File: src/rtl/video_stream_monitor.sv
// video_stream_monitor: zero-latency AXI4-Stream video pass-through with component
// width reduction and a beat-based frame-geometry monitor with sticky errors.
module video_stream_monitor #(
  parameter int NUM_COMP   = 3,
  parameter int IN_COMP_W  = 10,
  parameter int OUT_COMP_W = 8,
  parameter int ROUND      = 0,
  parameter int EXP_WIDTH  = 1280,
  parameter int EXP_HEIGHT = 720,
  parameter int CNT_W      = 16
) (
  input  logic                           clk,
  input  logic                           rstn,
  input  logic                           clr,
  input  logic [NUM_COMP*IN_COMP_W-1:0]  s_axis_video_tdata,
  input  logic                           s_axis_video_tvalid,
  input  logic                           s_axis_video_tuser,
  input  logic                           s_axis_video_tlast,
  output logic                           s_axis_video_tready,
  output logic [NUM_COMP*OUT_COMP_W-1:0] m_axis_video_tdata,
  output logic                           m_axis_video_tvalid,
  output logic                           m_axis_video_tuser,
  output logic                           m_axis_video_tlast,
  input  logic                           m_axis_video_tready,
  output logic                           in_frame,
  output logic [31:0]                    frame_count,
  output logic [CNT_W-1:0]               last_width,
  output logic [CNT_W-1:0]               last_height,
  output logic [31:0]                    frame_period,
  output logic [31:0]                    stall_count,
  output logic                           err_width,
  output logic                           err_height,
  output logic                           err_sof,
  output logic                           err_orphan
);
  typedef enum logic {WAIT_SOF, IN_FRAME} state_t;
  state_t state_q;
  logic have_sof_q;
  logic [CNT_W-1:0] pix_q, line_q, width_q, height_q;
  logic [31:0] fc_q, period_q, timer_q, stall_q;
  logic ew_q, eh_q, es_q, eo_q;
  logic framed, beat, sof, cnt, stall;
  logic [CNT_W-1:0] pix_b, line_b, pix_inc, line_inc, pix_d, line_d;
  logic set_w, set_h, set_s, set_o;

  assign s_axis_video_tready = m_axis_video_tready;
  assign m_axis_video_tvalid = s_axis_video_tvalid;
  assign m_axis_video_tuser  = s_axis_video_tuser;
  assign m_axis_video_tlast  = s_axis_video_tlast;

  for (genvar k = 0; k < NUM_COMP; k++) begin : g_comp
    logic [IN_COMP_W-1:0] c;
    logic unused_c;
    assign c = s_axis_video_tdata[k*IN_COMP_W +: IN_COMP_W];
    assign unused_c = ^c;
    if (IN_COMP_W == OUT_COMP_W || ROUND == 0) begin : g_trunc
      assign m_axis_video_tdata[k*OUT_COMP_W +: OUT_COMP_W] = c[IN_COMP_W-1 -: OUT_COMP_W];
    end else begin : g_round
      logic [OUT_COMP_W:0] s;
      assign s = {1'b0, c[IN_COMP_W-1 -: OUT_COMP_W]} + {{OUT_COMP_W{1'b0}}, c[IN_COMP_W-OUT_COMP_W-1]};
      assign m_axis_video_tdata[k*OUT_COMP_W +: OUT_COMP_W] = s[OUT_COMP_W] ? '1 : s[OUT_COMP_W-1:0];
    end
  end

  assign framed = state_q == IN_FRAME;
  assign beat   = s_axis_video_tvalid & m_axis_video_tready;
  assign sof    = beat & s_axis_video_tuser;
  assign cnt    = beat & (s_axis_video_tuser | framed);
  assign stall  = s_axis_video_tvalid & ~m_axis_video_tready;
  // An SOF beat restarts the line first, so a tuser+tlast beat closes a 1-pixel line.
  assign pix_b    = s_axis_video_tuser ? '0 : pix_q;
  assign line_b   = s_axis_video_tuser ? '0 : line_q;
  assign pix_inc  = &pix_b ? pix_b : pix_b + CNT_W'(1);
  assign line_inc = &line_b ? line_b : line_b + CNT_W'(1);
  assign pix_d    = !cnt ? pix_q : (s_axis_video_tlast ? '0 : pix_inc);
  assign line_d   = !cnt ? line_q : (s_axis_video_tlast ? line_inc : line_b);
  assign set_w = cnt & s_axis_video_tlast & (pix_inc != CNT_W'(EXP_WIDTH));
  assign set_h = sof & framed & (line_q != CNT_W'(EXP_HEIGHT));
  assign set_s = sof & framed & (pix_q != '0);
  assign set_o = beat & ~s_axis_video_tuser & ~framed;

  always_ff @(posedge clk or negedge rstn) begin
    if (!rstn) begin
      state_q    <= WAIT_SOF;
      have_sof_q <= 1'b0;
      pix_q      <= '0;
      line_q     <= '0;
      width_q    <= '0;
      height_q   <= '0;
      fc_q       <= '0;
      period_q   <= '0;
      timer_q    <= '0;
      stall_q    <= '0;
      ew_q       <= 1'b0;
      eh_q       <= 1'b0;
      es_q       <= 1'b0;
      eo_q       <= 1'b0;
    end else begin
      state_q    <= sof ? IN_FRAME : (clr ? WAIT_SOF : state_q);
      have_sof_q <= sof | (have_sof_q & ~clr);
      pix_q      <= (clr & ~sof) ? '0 : pix_d;
      line_q     <= (clr & ~sof) ? '0 : line_d;
      width_q    <= clr ? '0 : ((cnt & s_axis_video_tlast) ? pix_inc : width_q);
      height_q   <= clr ? '0 : ((sof & framed) ? line_q : height_q);
      fc_q       <= clr ? 32'(sof) : fc_q + 32'(sof);
      period_q   <= clr ? '0 : ((sof & have_sof_q) ? timer_q : period_q);
      timer_q    <= sof ? 32'd1 : (clr ? '0 : (&timer_q ? timer_q : timer_q + 32'd1));
      stall_q    <= clr ? '0 : ((stall & ~&stall_q) ? stall_q + 32'd1 : stall_q);
      ew_q       <= set_w | (ew_q & ~clr);
      eh_q       <= set_h | (eh_q & ~clr);
      es_q       <= set_s | (es_q & ~clr);
      eo_q       <= set_o | (eo_q & ~clr);
    end
  end

  assign in_frame     = framed;
  assign frame_count  = fc_q;
  assign last_width   = width_q;
  assign last_height  = height_q;
  assign frame_period = period_q;
  assign stall_count  = stall_q;
  assign err_width    = ew_q;
  assign err_height   = eh_q;
  assign err_sof      = es_q;
  assign err_orphan   = eo_q;
endmodule

File: config.mk
export PLATFORM = sky130hd
export DESIGN_NAME = video_stream_monitor
export DESIGN_NICKNAME = d
export VERILOG_FILES = /design/src/rtl/video_stream_monitor.sv
export SDC_FILE = /design/constraint.sdc
export NUM_CORES = 1
export LEC_CHECK = 0
export BUFFER_PORTS_ARGS = -buffer_cell sky130_fd_sc_hd__buf_2
export CAP_MARGIN = 20
export CORE_MARGIN = 2
export CORE_UTILIZATION = 45
export CTS_CLUSTER_SIZE = 25
export DETAILED_ROUTE_END_ITERATION = 6
export GPL_TIMING_DRIVEN = 0
export PLACE_DENSITY = 0.77
export SETUP_SLACK_MARGIN = 0.05
export SYNTH_ARGS = -nofsm -noshare
export SYNTH_HDL_FRONTEND = slang
export SYNTH_SLANG_ARGS = --single-unit
export TNS_END_PERCENT = 50
File: constraint.sdc
create_clock -name clk -period 2.51 [get_ports clk]
set_clock_uncertainty 0.15 [all_clocks]
set_input_delay 0.1255 -clock clk [delete_from_list [all_inputs] [get_ports clk]]
set_output_delay 0.1255 -clock clk [all_outputs]
set_load 0.02 [all_outputs]
Word level (Yosys, flattened, before mapping). Cells that the tools add are included. W data, S select, Z words.

Input bits: 37. Output and inout bits: 161. Logic and storage cells: 88. Flip-flop bits (word level): 198.

Add/sub/neg operators: 5. Equality and inequality tests: 3. Reduce and logical (&&, ||, !) cells: 12. Mux-type cells: 24. Bitwise gates (word level): 30.

Operator list (number): $mux W32 (8); $mux W16 (14); $add A32 B1 Y32 const B (2); $reduce_and A32 Y1 (2); $add A16 B1 Y16 const B (2); $add A32 B1 Y32 (1); $reduce_and A16 Y1 (2); $and A1 B1 Y1 (19); $ne A16 B10 Y1 const B (1); $ne A16 B11 Y1 const B (1); $reduce_bool A16 Y1 (1); $reduce_bool A2 Y1 (6); $or A1 B1 Y1 (6); $not A1 Y1 (5); $ne A3 B3 Y1 const B (1); $mux W1 (2); $logic_not A1 Y1 (1).

Depth between registers and ports, before layout.
Word-level depth: 6. Mapped depth: 12. Mapped depth without buffers: 10.

Worst setup path after synthesis. No wires, ideal clock.

Path kind: input -> register. Start point: in s_axis_video_tuser. End point: reg ew_q, in the netlist err_width. Setup time: 0.124 ns. Arrival time: 2.580 ns. Path buffers: 2. Path slack: -0.344 ns. Required time: 2.236 ns. Stages: 12. Cells stage by stage: clkbuf_1 -> inv_1 -> clkbuf_1 -> nand2_1 -> inv_1 -> ha_1 -> nand3b_1 -> nor4_1 -> nor4_1 -> o31ai_1 -> o211ai_1 -> o31a_1.

Cells in the longest elaborated chain, start to end: 6.

RTL lines: start, declared (line 17) `input logic s_axis_video_tuser,`; $mux W16 (line 71) `assign pix_b = s_axis_video_tuser ? '0 : pix_q;`; $add A16 B1 Y16 / $reduce_and A16 Y1 (equally long branches) (line 73) `assign pix_inc = &pix_b ? pix_b : pix_b + CNT_W'(1);`; $mux W16 (line 73); $ne A16 B11 Y1 (line 77) `assign set_w = cnt & s_axis_video_tlast & (pix_inc != CNT_W'(EXP_WIDTH));`; $and A1 B1 Y1 * (line 77); $or A1 B1 Y1 * (line 109) `ew_q <= set_w | (ew_q & ~clr);`; end signal, assigned (line 109); end, declared (line 41) `logic ew_q, eh_q, es_q, eo_q;`.

Mark *: on every way between the ends. The rest lies on a longest branch, timed or not. A chain may end at the register's enable or synchronous reset.

Worst setup path in the final report.
Start point: reg pix_q[1]. End point: reg ew_q, in the netlist err_width.

Cells in the longest elaborated chain, start to end: 6.

RTL lines: start, declared (line 39) `logic [CNT_W-1:0] pix_q, line_q, width_q, height_q;`; start signal, assigned (line 101) `pix_q <= (clr & ~sof) ? '0 : pix_d;`; $mux W16 * (line 71); $add A16 B1 Y16 / $reduce_and A16 Y1 (equally long branches) (line 73); $mux W16 * (line 73); $ne A16 B11 Y1 * (line 77); $and A1 B1 Y1 * (line 77); $or A1 B1 Y1 * (line 109).

Marked as above.

==> results.json <==
{
  "status": "finished with violations",
  "violations": "negative setup slack",
  "cp_num_buf_inv": 1,
  "setup_ws_ns": -0.0538,
  "place_hpwl_mm": 19.2,
  "initial_core_util_pct": 46.0,
  "avgViaCountPerCell": 5.78,
  "ys_seq_area_share_pct": 49.0,
  "ir_drop_mv": 0.424,
  "synth.distinct_cells": 60,
  "fin_crit_ns": 2.56,
  "routedWlPerCell_um": 17.7,
  "startpoint_type": "flip-flop",
  "ys_ff_latch": 198,
  "htreeDepth": 4,
  "cts_made_buffers": 17,
  "power.density_nw_per_um2": 517,
  "fin_crit_sh_pct": 102,
  "synth_async_sr_flop_share_pct": 100,
  "synth_area_um2": 10100,
  "rows": 54,
  "grt_overflow": 0,
  "grt_max_degree": 107,
  "p_sw_uw": 1620,
  "ios": 198,
  "utilization_pct": 56.9,
  "tritoncts": "yes",
  "final_common_cell": "dfrtp_1",
  "dieWidth_um": 154,
  "leakage_uw": 0.00582,
  "rr_startpoint": "pix_q[1]",
  "timing.rr.end": "err_width",
  "drc_errors": 0,
  "fin_area_um2": 12500,
  "grt.total_usage_pct": 23.6,
  "path_class": "flip-flop to flip-flop",
  "grt_setup_unrepaired": "true",
  "hold_path_class": "input port to flip-flop",
  "endpoint_kind": "flip-flop",
  "worstPathRequired_ns": 2.68,
  "use_met2_pct": 37.0,
  "antenna_found_initial": 1,
  "drt_pass1_iterations": 5,
  "synth_edf_count": 0,
  "min_to": "timer_q[0]",
  "sw_frac_of_total_pct": 25.1,
  "grt_pass1_vias": 8727,
  "drv_slew": 0,
  "p_seq_share_pct": 50.0,
  "regToRegSetupSlack_ns": -0.05,
  "nets": 1339,
  "max_freq_mhz": 390,
  "ant_nets": 0,
  "core_um2": 22000,
  "syn-num-nets": 1122,
  "dpl_cell_area_um2": 11400,
  "die_h_um": 154,
  "syn_avg_cell_area_um2": 9.37,
  "final-setup-viol-count": 1,
  "power_frac_comb_pct": 6.6,
  "routed_wl_mm": 28.1,
  "area_growth_pct": 23.6,
  "maxCapViolCount": 0,
  "power.total_uw": 6460,
  "clockBufferDepth": 2,
  "drt_iter0_markers": 911,
  "io_buffers": 166,
  "root_buffer": "clkbuf_16",
  "cp_max_fo": 4,
  "min_from": "m_axis_video_tready",
  "pre_cts_slack_ns": -1.01,
  "holdWs_ns": 0.113,
  "synth_ff_type": "dfrtp_1",
  "max_stage_delay_ns": 0.41,
  "layout_common_cells": "191 x dfrtp_1, 173 x buf_2, 121 x nand2_1",
  "critical-path-slowest-cell": "or4_1",
  "tightest_slew_ns": 0.853,
  "routabilityCongestion": 0.936,
  "crit_arrival_ns": 2.73,
  "busiest_layer": "met2",
  "vias": 9185,
  "grt_pass1_wl_mm": 45.5,
  "crit_family": "compound AO/OA/AOI/OAI gates",
  "path_clk_slew_ns": 0.08,
  "use_met3_pct": 4.37,
  "slew_headroom_pct": 42.7,
  "pwr-share-clk_pct": 43.4,
  "clk_latency_ns": 0.43,
  "hold-path-cell-count": 4,
  "synthCells": 1079,
  "die_area_um2": 23700,
  "gr-usage-met1_pct": 33.2,
  "rr_worst_depth": 9,
  "drive_gt1_share_pct": 25.4,
  "hold_violations": 0,
  "clock_sinks": 198,
  "p_int_uw": 4840,
  "yosys_warnings": 0,
  "path_cells": "nor2b_4 > ha_4 > nand3b_1 > buf_6 > o31ai_4 > o311a_1 > o2111ai_1 > or4_1 > o31a_1"
}
## registers in the layout, indices dropped and copies added (netlist names)
| name | flops |
|---|---|
| err_width | 1 |
| have_sof_q | 1 |
| stall_count | 32 |
| err_orphan | 1 |
| in_frame | 1 |
| last_height | 16 |
| frame_count | 32 |
| timer_q | 32 |
| frame_period | 32 |
| line_q | 16 |
| err_sof | 1 |
| err_height | 1 |
| last_width | 16 |
| pix_q | 16 |
## per-stage QoR
step	instances	setup TNS, ns
CTS	1581	0
global placement	1525	-458.68
global route	1588	-0.0902
detailed placement	1526	-32.95
floorplan	1079	0
finish	1589	-0.0538
## cell usage after synthesis, types with 4 or more instances
cell type	count	share of area [%]
a22o_1	46	4.0
nor2_1	115	4.3
o21a_1	4	0.30
and3_1	20	1.2
inv_1	14	0.52
nand2b_1	8	0.50
a32o_1	5	0.50
nand4_1	32	2.0
xor2_1	26	2.3
clkbuf_1	46	1.7
a211oi_1	8	0.59
nand4b_1	6	0.52
and4_1	14	1.2
buf_2	10	0.50
o31a_1	4	0.35
a21o_1	5	0.37
or4_1	4	0.30
o21ai_0	37	1.8
and2_1	8	0.50
buf_4	29	2.2
or3_1	8	0.50
nand2_1	124	4.6
ha_1	6	0.74
nor4b_1	4	0.35
nor3_1	32	1.6
or2_2	5	0.31
nand3_1	44	2.2
a31o_2	5	0.43
a31oi_1	10	0.62
xnor2_1	53	4.6
o31ai_1	6	0.45
dfrtp_1	198	49
nor4_1	22	1.4
mux2i_1	5	0.50
nor2b_1	10	0.62
a21oi_1	65	3.2
## power groups by stage
stage          Clock, uW  Sequential (uW)  Combinational, uW
2_1_floorplan          0             3300                204
3_3_place_gp           0             3290                390
3_5_place_dp           0             3290                403
4_1_cts             2850             3230                424
5_1_grt             2980             3230                471
6_report            2800             3230                427
## per-layer routing
metal  vias up  part of all wire, %
met4         0                  2.3
met1      4464                   45
met2       389                   46
li1       4276                    -
met3        56                  6.6
met5         -                    0
## area by class of cell
class                           count  area (um2)
Antenna cell                        1        2.50
Multi-Input combinational cell    775        4870
Buffer                             89         524
Fill cell                        1957        9470
Tap cell                          280         350
Inverter                           15        56.3
Clock buffer                       17         425
Sequential cell                   198        4960
Timing Repair Buffer              200        1130
Clock inverter                     14         169
## worst max-delay path by stage
stage               cells after the start                to          startpoint
floorplan                              11   frame_count[30]  s_axis_video_tuser
global placement                        1  frame_period[16]                rstn
detailed placement                     12   frame_count[30]  s_axis_video_tuser
CTS                                     9         err_width            pix_q[1]
global route                            8         err_width            pix_q[8]
finish                                  9         err_width            pix_q[1]
## worst register-to-register path, delay by kind of cell, from the launching register on
| kind | cells | cell delay [ns] |
|---|---|---|
| buffers and inverters | 1 | 0.17 |
| adder cells (fa/ha/maj) | 1 | 0.16 |
| AND/OR/NAND/NOR | 3 | 0.72 |
| flip-flops | 1 | 0.36 |
| AO/OA/AOI/OAI | 4 | 0.89 |
## kinds of logic after synthesis
family,after synthesis,share of synthesized area (%)
adder cells (fa/ha/maj),6,0.743
multiplexers,5,0.495
XOR/XNOR,79,6.85
AND/OR/NAND/NOR,467,23.0
flip-flops,198,49.0
buffers and inverters,106,5.24
AO/OA/AOI/OAI,218,14.6
## timing repair
item | in CTS | in global routing
pin swaps | 10 | 8
resized for setup | 36 | 35
hold buffers | 6 | 0
setup endpoints to repair | 66 | 88
endpoints found under the hold margin | 98 | 0
buffers inserted | 18 | 9
Power figures use the tool's default switching activity.
